===== config.mk =====
export PLATFORM = sky130hd
export DESIGN_NAME = irq_fifo_mc
export DESIGN_NICKNAME = d
export VERILOG_FILES = /design/src/rtl/irq_fifo_mc_pkg.sv /design/src/rtl/sdp_ram.sv /design/src/rtl/irq_fifo_mc.sv
export SDC_FILE = /design/constraint.sdc
export NUM_CORES = 1
export LEC_CHECK = 0
export ABC_AREA = 1
export ABC_CLOCK_PERIOD_IN_PS = 3100
export CAP_MARGIN = 20
export CORE_ASPECT_RATIO = 0.9
export CORE_MARGIN = 5
export CORE_UTILIZATION = 48
export DETAILED_ROUTE_END_ITERATION = 16
export PLACE_DENSITY_LB_ADDON = 0.08
export SETUP_SLACK_MARGIN = 0.1
export SKIP_LAST_GASP = 1
export SLEW_MARGIN = 10
export SYNTH_ARGS = -nofsm -noshare
export SYNTH_HDL_FRONTEND = slang
export SYNTH_SLANG_ARGS = --single-unit
export TNS_END_PERCENT = 1

===== constraint.sdc =====
create_clock -name clk -period 3.1 [get_ports clk]
set_clock_uncertainty 0.1 [all_clocks]
set_input_delay 0.31 -clock clk [delete_from_list [all_inputs] [get_ports clk]]
set_output_delay 0.31 -clock clk [all_outputs]
set_load 0.005 [all_outputs]

===== src/rtl/irq_fifo_mc_pkg.sv =====
// rtl/irq_fifo_mc_pkg.sv - shared constants, response kinds and sizing helper for irq_fifo_mc
package irq_fifo_mc_pkg;

    localparam logic [10:0] STATUS_ADDR     = 11'h7FF;
    localparam int          RDATA_VALID_BIT = 31;
    localparam int          RDATA_OVF_BIT   = 30;

    typedef enum logic [1:0] {
        RESP_NONE,
        RESP_POP,
        RESP_STATUS,
        RESP_ERR
    } resp_kind_t;

    function automatic int clog2(input int n);
        int r;
        r = 0;
        while ((1 << r) < n) r++;
        return r;
    endfunction

endpackage


===== src/rtl/sdp_ram.sv =====
// rtl/sdp_ram.sv - simple dual-port RAM, one write port and one registered read port
module sdp_ram #(
    parameter int W = 14,
    parameter int A = 5
) (
    input  logic         clk,
    input  logic         we,
    input  logic [A-1:0] waddr,
    input  logic [W-1:0] wdata,
    input  logic         re,
    input  logic [A-1:0] raddr,
    output logic [W-1:0] rdata
);

    logic [W-1:0] mem [2**A];

    always_ff @(posedge clk) begin
        if (we) mem[waddr] <= wdata;
        if (re) rdata <= mem[raddr];
    end

endmodule


===== src/rtl/irq_fifo_mc.sv =====
// rtl/irq_fifo_mc.sv - multi-channel interrupt FIFO popped over the config bus
// Optional: IRQ_FIFO_MC_DROP_EN (never stall producers; drops set sticky per-queue ovf)
module irq_fifo_mc
    import irq_fifo_mc_pkg::*;
#(
    parameter int NUM_CH = 2,
    parameter int DEPTH  = 16,
    parameter int DATA_W = 14
) (
    input  logic                     clk,
    input  logic                     reset_n,
    input  logic [13:0]              config_addr,
    input  logic                     config_en,
    input  logic                     config_wr,
    input  logic [31:0]              config_wdata,
    input  logic                     sel,
    output logic [31:0]              config_slv_rdata,
    output logic                     config_slv_error,
    input  logic [NUM_CH-1:0]        wr_valid,
    input  logic [NUM_CH*DATA_W-1:0] wr_data,
    output logic [NUM_CH-1:0]        wr_ready,
    output logic [NUM_CH-1:0]        irq_sig
);

    localparam int AW = clog2(DEPTH);
    localparam int PW = AW + 1;
    localparam int CW = (NUM_CH > 1) ? clog2(NUM_CH) : 1;
    localparam int RA = clog2(NUM_CH * DEPTH);

    typedef logic [PW-1:0] ptr_t;

    ptr_t w_ptr   [NUM_CH];
    ptr_t r_ptr   [NUM_CH];
    ptr_t w_ptr_n [NUM_CH];
    ptr_t r_ptr_n [NUM_CH];

    logic [NUM_CH-1:0] empty, full, empty_n, grant, irq_q, ovf, ovf_n;
    logic              ram_we;
    logic [RA-1:0]     ram_waddr, ram_raddr;
    logic [DATA_W-1:0] ram_wdata, ram_q;

    logic              acc, acc_pop, acc_status, pop_hit;
    logic [CW-1:0]     pop_c;
    resp_kind_t        resp_kind;
    logic              resp_ovf;
    logic [NUM_CH-1:0] resp_map;
    logic              unused_bits;

    assign unused_bits = ^{config_wdata, config_addr[13:11]};

    always_comb begin
        for (int c = 0; c < NUM_CH; c++) begin
            empty[c] = (w_ptr[c] == r_ptr[c]);
            full[c]  = (w_ptr[c][AW-1:0] == r_ptr[c][AW-1:0]) && (w_ptr[c][PW-1] != r_ptr[c][PW-1]);
        end
    end

    // Single write port: lowest-index non-full requester wins.
    always_comb begin
        logic found;
        found = 1'b0;
        grant = '0;
        for (int c = 0; c < NUM_CH; c++) begin
            if (!found && wr_valid[c] && !full[c]) begin
                grant[c] = 1'b1;
                found    = 1'b1;
            end
        end
    end

    assign acc        = sel & config_en;
    assign acc_status = acc & !config_wr & (config_addr[10:0] == STATUS_ADDR);
    assign acc_pop    = acc & !config_wr & (config_addr[10:0] < 11'(NUM_CH));
    assign pop_c      = config_addr[CW-1:0];
    assign pop_hit    = acc_pop & !empty[pop_c];

`ifdef IRQ_FIFO_MC_DROP_EN
    assign wr_ready = '1;

    // Clear-on-pop comes first so a drop in the same cycle wins.
    always_comb begin
        ovf_n = ovf;
        for (int c = 0; c < NUM_CH; c++) begin
            if (acc_pop && pop_c == CW'(c)) ovf_n[c] = 1'b0;
            if (wr_valid[c] && !grant[c])   ovf_n[c] = 1'b1;
        end
    end
`else
    assign wr_ready = grant;
    assign ovf_n    = '0;
`endif

    always_comb begin
        for (int c = 0; c < NUM_CH; c++) begin
            w_ptr_n[c] = w_ptr[c] + ptr_t'(grant[c]);
            r_ptr_n[c] = r_ptr[c] + ptr_t'(pop_hit && pop_c == CW'(c));
            empty_n[c] = (w_ptr_n[c] == r_ptr_n[c]);
        end
    end

    always_comb begin
        ram_we    = |grant;
        ram_wdata = '0;
        ram_waddr = '0;
        for (int c = 0; c < NUM_CH; c++) begin
            if (grant[c]) begin
                ram_wdata = wr_data[c*DATA_W +: DATA_W];
                ram_waddr = RA'(c * DEPTH) + RA'(w_ptr[c][AW-1:0]);
            end
        end
    end

    assign ram_raddr = RA'(int'(pop_c) * DEPTH) + RA'(r_ptr[pop_c][AW-1:0]);

    sdp_ram #(
        .W (DATA_W),
        .A (RA)
    ) u_ram (
        .clk   (clk),
        .we    (ram_we),
        .waddr (ram_waddr),
        .wdata (ram_wdata),
        .re    (pop_hit),
        .raddr (ram_raddr),
        .rdata (ram_q)
    );

    always_ff @(posedge clk or negedge reset_n) begin
        if (!reset_n) begin
            for (int c = 0; c < NUM_CH; c++) begin
                w_ptr[c] <= '0;
                r_ptr[c] <= '0;
            end
            irq_q     <= '0;
            ovf       <= '0;
            resp_kind <= RESP_NONE;
            resp_ovf  <= 1'b0;
            resp_map  <= '0;
        end else begin
            for (int c = 0; c < NUM_CH; c++) begin
                w_ptr[c] <= w_ptr_n[c];
                r_ptr[c] <= r_ptr_n[c];
            end
            // Registered from next-state pointers: same timing as !empty, no decode glitches.
            irq_q <= ~empty_n;
            ovf   <= ovf_n;
            if (acc) begin
                resp_ovf <= 1'b0;
                if (acc_pop) begin
                    resp_kind <= pop_hit ? RESP_POP : RESP_NONE;
                    resp_ovf  <= ovf[pop_c];
                end else if (acc_status) begin
                    resp_kind <= RESP_STATUS;
                    resp_map  <= ~empty;
                end else begin
                    resp_kind <= RESP_ERR;
                end
            end
        end
    end

    assign irq_sig = irq_q;

    always_comb begin
        config_slv_rdata = '0;
        case (resp_kind)
            RESP_POP: begin
                config_slv_rdata[DATA_W-1:0]     = ram_q;
                config_slv_rdata[RDATA_VALID_BIT] = 1'b1;
                config_slv_rdata[RDATA_OVF_BIT]   = resp_ovf;
            end
            RESP_NONE:   config_slv_rdata[RDATA_OVF_BIT] = resp_ovf;
            RESP_STATUS: config_slv_rdata[NUM_CH-1:0]    = resp_map;
            default:     config_slv_rdata = '0;
        endcase
    end

    assign config_slv_error = (resp_kind == RESP_ERR);

endmodule


Word-level counts from Yosys, hierarchy flattened
Memory sizes are Yosys's and may differ from the RTL's. A register that Yosys moved wholly into a read port is not among the register bits.
Cells that the tools add are included.
{"block": "word_totals", "reg_bits": 27, "mem_bits_rw": 448, "inputBits": 81, "output_inout_bits": 37, "elab_cells": 78, "n_memories": 1}
{"block": "classes", "addsub": 6, "magnitude_cmp": 3, "n_eq_ne": 12, "mux": 22, "bitwise": 10, "reduce_logical": 16}
{"name": "u_ram.mem", "depth": 32, "word_bits": 14, "rd": 1, "rd_clocked_by_memory_dff": 1, "write_ports": 1, "line_no": "sdp_ram.sv:15", "source": "logic [W-1:0] mem [2**A];"}
{"operator": "two-way mux 14 bit", "n": 2}
{"operator": "adder 5 x 1 -> 5 bit", "n": 4}
{"operator": "== test 5 bit", "n": 4}
{"operator": "two-way mux 4 bit", "n": 4}
{"operator": "two-way mux 1 bit", "n": 12}
{"operator": "two-way mux 12 bit", "n": 1}
{"operator": "== test 11 bit, second input constant", "n": 1}
{"operator": "< comparator 11 x 2 -> 1 bit, second input constant", "n": 1}
{"operator": "== test 4 bit", "n": 2}
{"operator": "logical AND 1 bit", "n": 7}
{"operator": "adder 5 x 4 -> 5 bit", "n": 1}
{"operator": "adder 5 x 4 -> 5 bit, first input constant", "n": 1}
{"operator": "bitwise AND 1 bit", "n": 5}
{"operator": "zero test 1 bit", "n": 5}
{"operator": "two-way mux 5 bit", "n": 1}
{"operator": "== test 2 bit, second input constant", "n": 2}
{"operator": "NOT 2 bit", "n": 2}
{"operator": "one-hot mux 2 bit (2 select lines)", "n": 1}
{"operator": "OR reduction 2 bit", "n": 2}
{"operator": "AND reduction 3 bit", "n": 1}
{"operator": "== test 2 x 1 -> 1 bit, second input constant", "n": 1}
{"operator": "greater-or-equal comparator 2 bit, second input constant", "n": 1}
{"operator": "zero test 2 bit", "n": 1}
{"operator": "< comparator 1 x 2 -> 1 bit, second input constant", "n": 1}
{"operator": "other kinds (4)", "n": 6}

Logic depth before layout (Yosys ltp)
{"block": "logic_depth", "word_depth": 12, "ltp_mapped": 16}

By module
A second synthesis with hierarchy kept.
{"block": "hier_totals", "cells_unflattened": 1863, "hier_area_um2": 20782.4}
{"module": "sdp_ram", "n_inst": 1, "cells_per_inst": 1575, "area_per_inst_um2": 18738.0}
{"module": "irq_fifo_mc", "n_inst": 1, "cells_per_inst": 288, "area_per_inst_um2": 2044.5}

Worst setup path before layout
Ideal clock, no wire load.
{"block": "synth_path", "path_type": "reg-to-reg", "from": "register r_ptr[5] (netlist name)", "to": "memory u_ram.mem[10][0], enable pin", "setup_ns": 0.384, "arrival_time_ns": 2.315, "required_time_ns": 2.616, "path_slack_ns": 0.301, "path_stages_with_launch": 14, "period_less_slack_ns": 2.799, "cell_sequence": "dfrtp_1 -> nor2_1 -> nor2_1 -> nor2_1 -> nand3_1 -> nand2_4 -> inv_2 -> buf_2 -> ha_1 -> inv_1 -> nand2_1 -> nand2_2 -> nand2_2 -> nor2_1"}
{"block": "synth_via", "elab_chain_cells": 12}
{"element": "start: declaration", "line_no": "irq_fifo_mc.sv:33", "source": "ptr_t r_ptr [NUM_CH];"}
{"element": "start signal: indexed assignment", "line_no": "irq_fifo_mc.sv:142", "source": "r_ptr[c] <= r_ptr_n[c];"}
{"element": "== test 4 bit (*)", "line_no": "irq_fifo_mc.sv:54", "source": "full[c] = (w_ptr[c][AW-1:0] == r_ptr[c][AW-1:0]) && (w_ptr[c][PW-1] != r_ptr[c][PW-1]);"}
{"element": "logical AND 1 bit (*)", "line_no": "irq_fifo_mc.sv:54"}
{"element": "zero test 1 bit (*)", "line_no": "irq_fifo_mc.sv:64", "source": "if (!found && wr_valid[c] && !full[c]) begin"}
{"element": "logical AND 1 bit (*)", "line_no": "irq_fifo_mc.sv:64"}
{"element": "two-way mux 1 bit (*)", "line_no": "irq_fifo_mc.sv:64"}
{"element": "named net wr_ready[0]", "line_no": "irq_fifo_mc.sv:21", "source": "output logic [NUM_CH-1:0] wr_ready,"}
{"element": "zero test 1 bit", "line_no": "irq_fifo_mc.sv:64"}
{"element": "logical AND 1 bit (2 in series)", "line_no": "irq_fifo_mc.sv:64"}
{"element": "two-way mux 1 bit", "line_no": "irq_fifo_mc.sv:64"}
{"element": "OR reduction 2 bit", "line_no": "irq_fifo_mc.sv:102", "source": "ram_we = |grant;"}
{"element": "two-way mux 1 bit", "line_no": "sdp_ram.sv:18", "source": "if (we) mem[waddr] <= wdata;"}
{"element": "two-way mux 1 bit (not written as such)", "line_no": "sdp_ram.sv:18"}
{"element": "end: declaration", "line_no": "sdp_ram.sv:15"}
Mark *: on every way through the listed nets, which the timed path passes. The rest lies on a longest branch.

Final worst setup path
{"block": "layout_path", "from": "register r_ptr[7] (netlist name)", "to": "output wr_ready[1]"}
{"block": "layout_via", "elab_chain_cells": 9}
{"element": "== test 4 bit", "line_no": "irq_fifo_mc.sv:54"}
{"element": "logical AND 1 bit", "line_no": "irq_fifo_mc.sv:54"}
{"element": "zero test 1 bit", "line_no": "irq_fifo_mc.sv:64"}
{"element": "logical AND 1 bit", "line_no": "irq_fifo_mc.sv:64"}
{"element": "two-way mux 1 bit", "line_no": "irq_fifo_mc.sv:64"}
{"element": "zero test 1 bit", "line_no": "irq_fifo_mc.sv:64"}
{"element": "logical AND 1 bit (2 in series)", "line_no": "irq_fifo_mc.sv:64"}
{"element": "two-way mux 1 bit", "line_no": "irq_fifo_mc.sv:64"}
{"element": "end: declaration", "line_no": "irq_fifo_mc.sv:21"}
No other way between the ends.

==> metrics <==
status complete, no violations; area added between synthesis and finish 15.5%; most frequent cells in the layout 462 x edfxtp_1, 251 x nand2_1, 188 x nand3_1; Die H roughly 210 µm; Post-Synthesis Cells 1,787; Final Hold Fails 0; # setup viols final 0; antenna violations before repair 0; vias ~14,000; sw power 3.89 mW; critical path required time about 2.7 ns; cts bufs inserted 51; Clk pin slew, worst setup/hold paths approximately 0.06 ns; Tcrit/Tclk final between 90% and 100%; Clock Root Buffer clkbuf_16; routed len/inst about 22 µm; first-pass GRT wire length a little over 80,000 µm; Core Rows between 70 and 80; Post-CTS Setup Bufs 0; Buffers on Ports 65; nets@finish 1,980; Initial Util roughly half; drt via density between 5 and 6; DPL Wire Length 31,700 µm; final worst slack about 0.3 ns; GR Util All Layers ~22%; largest net degree at the start of global routing 91; Die Area ~48,000 µm²; number of synthesized register bits between 400 and 500; clk sink count slightly below 500; final setup TNS 0 ns; crit-path max FO 18; Seq pwr share 51.8%; CTS tree done; part of the Yosys area used for sequential elements slightly below 70%; Final Critical Period between 2 and 3 ns; # IOs 118; synth unique cells 33; Post-Layout Cell Count between 2,000 and 2,500; Yosys warning count 0; Residual DRC 0; unrepaired setup endpoints after global routing no; Int Power between 10 and 15 mW; Rel. slew slack a little over half; nature of the critical path startpoint register; VDD IR max 379 µV; Crit Path Class register to primary output; max-slew violations 0; iteration count of the initial detailed-routing pass 7; HP Class primary input to register; placed insts ~2,400; synthesized cell area 20,900 µm²; clock power share between 30% and 40%; ratio of cells with drive above 1 in the final layout about 10%; RePlAce Congestion 0.826; total core area 43,100 µm²; Remaining Overflow, GRT 0; syn avg cell area between 10 and 15 µm²; DRT iter0 DRCs 1,237; Layout Utilization about 56%; Arr. time, crit path 2.39 ns; vias in the first global route around 13,000; slew at the pin with the worst max-slew slack around 0.7 ns; commonest non-fill, non-tap cell in the layout edfxtp_1; Setup WS pre-CTS between 0.06 and 0.07 ns; Fmax achieved between 300 and 400 MHz; later-pin clock latency in the skew report between 0.5 and 0.6 ns; antenna-violating nets left 0; H-tree levels 2; placed inst area 22,600 µm²; diodes inserted 0; WHS between 0.2 and 0.3 ns; Max Buffers Root-to-Sink 3; Pwr Total roughly 16 mW; final instance area about 24,000 µm²; combinational power share 11.6%; P per Cell Area approximately 650 nW/µm²; reported max-cap violation count 0; final WL between 50,000 and 60,000 µm; kind of end point of the critical path primary output; Lkg Pwr about 9 nW; DIE WIDTH around 230 µm; sw frac 24.8%
-- power groups by stage --
stage          Sequential (mW)  Combinational, mW  Clock (mW)
4_1_cts                   8.12               1.83        5.86
3_3_place_gp              8.24               1.79           0
2_1_floorplan             8.21               1.04           0
3_5_place_dp              8.25               1.82           0
6_report                  8.12               1.81        5.75
5_1_grt                   8.16               1.98        6.12
-- metal layers --
| layer | share of wire, % | GRT usage, % | up-vias |
|---|---|---|---|
| met5 | 0 | 0 | - |
| met4 | 2.2 | 6.14 | 0 |
| met3 | 5.6 | 2.93 | 84 |
| met2 | 47 | 35.4 | 477 |
| met1 | 45 | 32.3 | 6595 |
| li1 | - | - | 6502 |
-- sequential cells by signal (all words and copies together) (netlist names) --
| register | cells |
|---|---|
| u_ram.mem | 448 |
| u_ram.rdata | 14 |
| r_ptr | 10 |
| w_ptr | 10 |
| irq_sig | 2 |
| resp_kind | 2 |
| resp_map | 2 |
-- cells in the mapped netlist --
master / number / area [µm²]
edfxtp_1: 462 / 13900
nand2_1: 251 / 942
nand3_1: 188 / 941
inv_1: 166 / 623
nor2_1: 149 / 559
o211ai_1: 128 / 961
a21oi_1: 102 / 510
o21ai_0: 99 / 495
buf_2: 61 / 305
clkbuf_1: 31 / 116
dfrtp_1: 26 / 651
buf_4: 25 / 188
xor2_1: 17 / 149
a22o_1: 14 / 123
nand2_2: 13 / 81.3
ha_1: 11 / 138
buf_1: 6 / 22.5
nand2_4: 6 / 67.6
inv_2: 5 / 18.8
o21ai_1: 5 / 25.0
xnor2_1: 4 / 35.0
nand4_1: 3 / 18.8
or2_2: 3 / 18.8
inv_4: 2 / 12.5
nor3_1: 2 / 10.0
a211oi_1: 1 / 7.51
and3_1: 1 / 6.26
clkinv_2: 1 / 5.00
conb_1: 1 / 3.75
nor2_2: 1 / 6.26
nor4_1: 1 / 6.26
o21a_1: 1 / 7.51
o22ai_1: 1 / 6.26
-- timing repair --
action                                  in CTS  in global routing
gates resized for setup                      0                  3
endpoints found under the setup margin       0                  1
hold buffers                                 1                  0
endpoints found under the hold margin       26                  0
-- worst max-delay path, stage by stage, from the launching register on --
cell and delay, ns:
dfrtp_1 0.44, inv_2 0.07, nand2_1 0.06, nand2_1 0.05
nor2_1 0.14, nand3_1 0.13, nand2_4 0.14, nand2_4 0.09
inv_6 0.15, clkdlybuf4s50_1 0.53
-- final timing paths --
check	start	end	slack (ns)	cells after the start
max reg2reg	w_ptr[2]	irq_sig[1]	0.38	15
min	config_en	resp_kind[1]	0.25	3
max	r_ptr[7]	wr_ready[1]	0.30	9
min reg2reg	r_ptr[9]	r_ptr[9]	0.44	1
max in group asynchronous	reset_n	w_ptr[7]	2.08	3
min in group asynchronous	reset_n	resp_kind[0]	0.53	3
-- layout make-up --
cell class	instances	area, µm²
multi-input combinational	1018	5220
inverter	174	662
clock buffer	69	1450
tap	555	694
sequential	488	14500
clock inverter	22	118
timing repair buffer	155	1500
fill	3634	18900
-- cell families after synthesis --
family | Yosys count | share of synthesized area (%)
DFF | 488 | 69.4
and+or+nand+nor | 618 | 12.7
AOI/OAI and AO/OA | 351 | 10.2
buffers and inverters | 297 | 6.17
xor gates and xnor gates | 21 | 0.879
adders and majority gates | 11 | 0.657
other | 1 | 0.0179
Power figures use the tool's default switching activity.
==> variant 1, RTL diff (same flow settings) <==
Add a define of `IRQ_FIFO_MC_DROP_EN`.
--- a/src/rtl/irq_fifo_mc.sv
+++ b/src/rtl/irq_fifo_mc.sv
@@ -1,5 +1,7 @@
 // rtl/irq_fifo_mc.sv - multi-channel interrupt FIFO popped over the config bus
 // Optional: IRQ_FIFO_MC_DROP_EN (never stall producers; drops set sticky per-queue ovf)
+`define IRQ_FIFO_MC_DROP_EN
+
 module irq_fifo_mc
     import irq_fifo_mc_pkg::*;
 #(
Function: changed (Yosys sat finds a counterexample within 4 cycles, from zero or initial values and one cycle with reset_n low).
==> variant 1 against the unedited design <==
- cell area increased by 1.8%
- sequential cell count increased by 3
- synthesized cell count increased by 1.6%
- hold slack improved by 0.0055 ns
- wire length decreased by 2.1%
- register-to-register slack got worse by 0.03 ns
- area after synthesis increased by 1.4%
- setup slack improved by 0.053 ns
- total power increased by 0.77%
- largest cell class unchanged
==> variant 1: results (changes against the unedited design) <==
[place]
hpwl_um = 32100  ; +1.2%
gp_congestion = 0.826  ; about the same
pre_cts_ws_ns = -0.0321  ; -0.100 ns
portBuffers = 64  ; -1.5%
dp.cells = 2475  ; +3.6%
placed_cell_area_sq_um = 23000  ; +2.0%

[power]
vdd_drop_max_v = 0.000451  ; +19%
total_leakage_power_uw = 0.00910  ; +2.1%
power_density_nw_per_um2 = 643  ; -1.0%

[logic_synthesis]
synth_compound_area_share_pct = 10.0  ; -0.16 points
synthTopCellsByArea = edfxtp_1, nand2_1, o211ai_1
ys_types = 39  ; +18%
ys_seq_area_share_pct = 68.8  ; -0.58 points
synth_edf_count = 462  ; unchanged
yosys.area_share.adder_pct = 0.708  ; +0.050 points
synthArstFlopShare_pct = 5.91  ; +0.58 points
synth.cells.most_frequent = edfxtp_1, nand2_1, nand3_1, inv_1, nor2_1
syn_area_per_cell_sq_um = 11.7  ; -0.20%
synthXorXnorAreaFrac_pct = 0.867  ; -0.012 points

[route]
dr.pass1.iters = 5  ; -2
wl_um = 52600  ; -2.1%
num_vias = 13700  ; +0.56%
dr.max_layer_used = met4
wl_met3_um = 2450  ; -19%
wl_met1_um = 22900  ; -4.9%
vias_per_cell = 5.34  ; -2.9%
wl_met2_um = 25700  ; +1.0%

[layout]
multiInputGateArea_sq_um = 5370  ; +2.9%
inverters = 182  ; +4.6%
n_clock_buffer = 67  ; -2.9%
clk_share_pct = 6.34  ; -0.13 points
drive_gt1_share_pct = 11.1  ; +1.1 points
nNonClkBuffers = 169  ; +9.0%
num-fill-cells = 3671  ; +1.0%
layout.nonclk_buf_share_pct = 6.63  ; +0.41 points
nMultiInputCombCells = 1034  ; +1.6%
seqCellArea_sq_um = 14600  ; +0.50%

[cts]
clk-insertion-delay-late_ns = 0.60  ; +0.02 ns
cts_setup_buffers = 0  ; unchanged

[critical_path]
path_delay_family = simple AND/OR/NAND/NOR gates
ff2ff_path_depth = 14  ; -1
worstSetupEndpoint = u_ram.mem[30][1]
critPathSlowestCell = dfrtp_1
crit_path_max_fanout = 11  ; -7
crit_type = register to register
cp_slowest_stage_delay_ns = 0.46  ; -0.07 ns
cp_data_arrival_time_ns = 2.93  ; +0.54 ns
r2r_slack_ns = 0.35  ; -0.03 ns
r2r_start = w_ptr[6]

[timing]
fin_crit_sh_pct = 88.6  ; -1.7 points
worstMarginPinSlew_ns = 0.739  ; +0.0291 ns

[global_routing]
grt_use_met3_pct = 2.89  ; -0.036 points
grt_usage_pct = 21.6  ; -0.50 points
grt_pass1_wl_um = 80300  ; -1.3%
use_met2_pct = 35.6  ; +0.13 points
grt_max_degree = 99  ; +8.8%
grt_pass1_vias = 13300  ; +0.34%

[status]
status = finished, final reports clean

[floorplanning]
die-area_sq_um = 48500  ; +1.3%

## variant 1: changes by cell type after synthesis, moves of 3 or more
cell | unedited run | this run
nand2_1 | 251 | 258
nand3_2 | 0 | 4
o21ai_1 | 5 | 11
nand3_1 | 188 | 185
buf_6 | 0 | 3
o21ai_0 | 99 | 95
inv_1 | 166 | 171
nand4_1 | 3 | 6
nor2_1 | 149 | 145
dfrtp_1 | 26 | 29
nand2_2 | 13 | 8
or2_2 | 3 | 6
## variant 1: power by group
part	internal, uW	switching, uW
combinational	590	1310
clock	3250	2520
sequential	7940	193
## variant 1: worst min-delay path by stage
stage	startpoint	to	slack [ns]	cells past startpoint
after global placement	ovf[1]	ovf[1]	0.41	2
after floorplan	reset_n	irq_sig[0]	-0.09	0
final	wr_valid[1]	ovf[1]	0.26	3
after CTS	wr_valid[1]	ovf[1]	0.22	3
after detailed placement	r_ptr[9]	r_ptr[9]	0.42	1
after global routing	wr_valid[1]	ovf[1]	0.26	3
==> variant 2, RTL diff (same flow settings) <==
Without the edit above. Encoding of `resp_kind_t`: now Gray code (2 bits for 4 values).
--- a/src/rtl/irq_fifo_mc_pkg.sv
+++ b/src/rtl/irq_fifo_mc_pkg.sv
@@ -6,10 +6,10 @@
     localparam int          RDATA_OVF_BIT   = 30;
 
     typedef enum logic [1:0] {
-        RESP_NONE,
-        RESP_POP,
-        RESP_STATUS,
-        RESP_ERR
+        RESP_NONE   = 2'b00,
+        RESP_POP    = 2'b01,
+        RESP_STATUS = 2'b11,
+        RESP_ERR    = 2'b10
     } resp_kind_t;
 
     function automatic int clog2(input int n);
Check against the original RTL: no difference found for any inputs over 4 cycles, from zero or initial values and one cycle with reset_n low; so few cycles prove little.
==> variant 2 against the unedited design <==
- sequential share of layout area is 0.46 points higher
- die area hardly changed
- wire length is 0.40% lower
- first-iteration DRC count is 5.5% lower
- total power is 2.0% lower
- critical endpoint unchanged
- cell area is 0.78% lower
- synthesized cell count is 0.39% lower
- utilization is 0.44 points lower
- final cell count is 0.44% lower
- area after synthesis hardly changed
- setup slack worse by 0.074 ns
- sequential cell count stayed put
- largest cell class unchanged
- register-to-register slack worse by 0.03 ns
==> variant 2: results (changes against the unedited design) <==
[status]
status = finished, final reports clean

[critical_path]
r2r_end = irq_sig[0]
worstSetupEndpoint = wr_ready[1]
cp_data_arrival_time_ns = 2.46  ; +0.07 ns
r2r_slack_ns = 0.35  ; -0.03 ns
cp_slowest_stage_delay_ns = 0.55  ; +0.02 ns
r2r_start = r_ptr[5]

[global_routing]
use_met2_pct = 36.3  ; +0.83 points
met1_usage_pct = 31.0  ; -1.3 points
grt_max_degree = 77  ; -15%
antenna_found_initial = 1  ; +1
grt_usage_pct = 22.0  ; -0.19 points
grt_use_met3_pct = 2.81  ; -0.12 points
grt_pass1_wl_um = 80200  ; -1.4%

[layout]
nNetsFinal = 1964  ; -0.81%
final_util_pct = 55.7  ; -0.44 points
drive_gt1_share_pct = 9.41  ; -0.56 points
final_cells = 2470  ; -0.44%
num-fill-cells = 3639  ; +0.14%

[logic_synthesis]
synth.cells.most_frequent = edfxtp_1, nand2_1, nand3_1, inv_1, nor2_1
synth_compound_area_share_pct = 10.1  ; -0.11 points
synthXorXnorAreaFrac_pct = 0.962  ; +0.083 points
synthTopCellsByArea = edfxtp_1, o211ai_1, nand3_1
synthCells = 1780  ; -0.39%
yosys.area_share.adder_pct = 0.478  ; -0.18 points
ys_seq_area_share_pct = 69.3  ; about the same
synth_edf_count = 462  ; unchanged
ys_types = 34  ; +3.0%

[timing]
relSlewSlack_pct = 53.7  ; +1.0 points
fmax_mhz = 348  ; -2.6%
holdWs_ns = 0.318  ; +0.0645 ns

[route]
dr.pass1.iters = 5  ; -2
num_vias = 13400  ; -1.6%
wl_um = 53500  ; -0.40%
drt_iter0_markers = 1169  ; -5.5%

[place]
hpwl_um = 31200  ; -1.7%
placed_cell_area_sq_um = 22500  ; -0.33%
dp.cells = 2379  ; -0.42%
pre_cts_ws_ns = -0.0260  ; -0.0944 ns
gp_congestion = 0.836  ; +1.3%

[power]
vdd_drop_max_v = 0.000467  ; +23%
p_switching_uw = 3850  ; -1.0%
total_leakage_power_uw = 0.00875  ; -1.7%

[worst_hold_path]
hold-path-cell-count = 4  ; +1

[cts]
numCtsBuffers = 48  ; -5.9%
clk-insertion-delay-late_ns = 0.60  ; +0.02 ns

variant 2: cell count changes in the layout (fill, tap and decap cells not counted), sizes merged, moves of 2 or more:
cell | unedited run | this run
nor4 | 1 | 3
buf | 89 | 86
clkbuf | 69 | 63
nand3 | 188 | 190
nor2 | 150 | 159
or2 | 3 | 1
nand2 | 270 | 257
diode | 0 | 2
ha | 11 | 8
xor2 | 17 | 19
variant 2: final cells by class:
class,count,area share (%)
clock buffer,63,5.33
tap,555,2.90
clock inverter,25,0.689
timing repair buffer,152,6.13
sequential,488,60.6
antenna,2,0.0209
inverter,173,2.73
multi-input combinational,1012,21.6
variant 2: metal layers:
layer,wire length [um],vias up
li1,-,6481
met1,23900,6600
met2,26100,294
met3,2230,71
met4,1260,0
met5,0,-
variant 2: timing repair:
item | CTS | global route
buffers inserted | 0 | 0
gates resized for setup | 0 | 1
hold buffers | 1 | 0
endpoints found under the hold margin | 11 | 0
setup endpoints to repair | 0 | 2
variant 2: power by group through the flow:
stage	registers [uW]	clock network (uW)	logic (uW)
3_5_place_dp	8240	0	1810
6_report	8110	5470	1790
2_1_floorplan	8210	0	1040
3_3_place_gp	8230	0	1780
4_1_cts	8110	5580	1810
5_1_grt	8150	5860	1950
variant 2: cells by family after synthesis:
logic type / after synthesis
and+or+nand+nor: 616
DFF: 488
AOI/OAI and AO/OA: 348
buffers and inverters: 296
xor gates and xnor gates: 23
adders and majority gates: 8
other: 1
variant 2: worst register-to-register path: stages (launching register included):
cell,delay (ns)
dfrtp_1,0.47
nand2_2,0.09
clkinv_1,0.05
nor2_1,0.11
nor2_2,0.06
and2_1,0.15
nand2_1,0.13
inv_1,0.10
nor3_2,0.20
ha_1,0.23
ha_1,0.20
nand3_1,0.11
xnor2_1,0.23
nor2_1,0.07
nor4_1,0.22
nand3_1,0.11
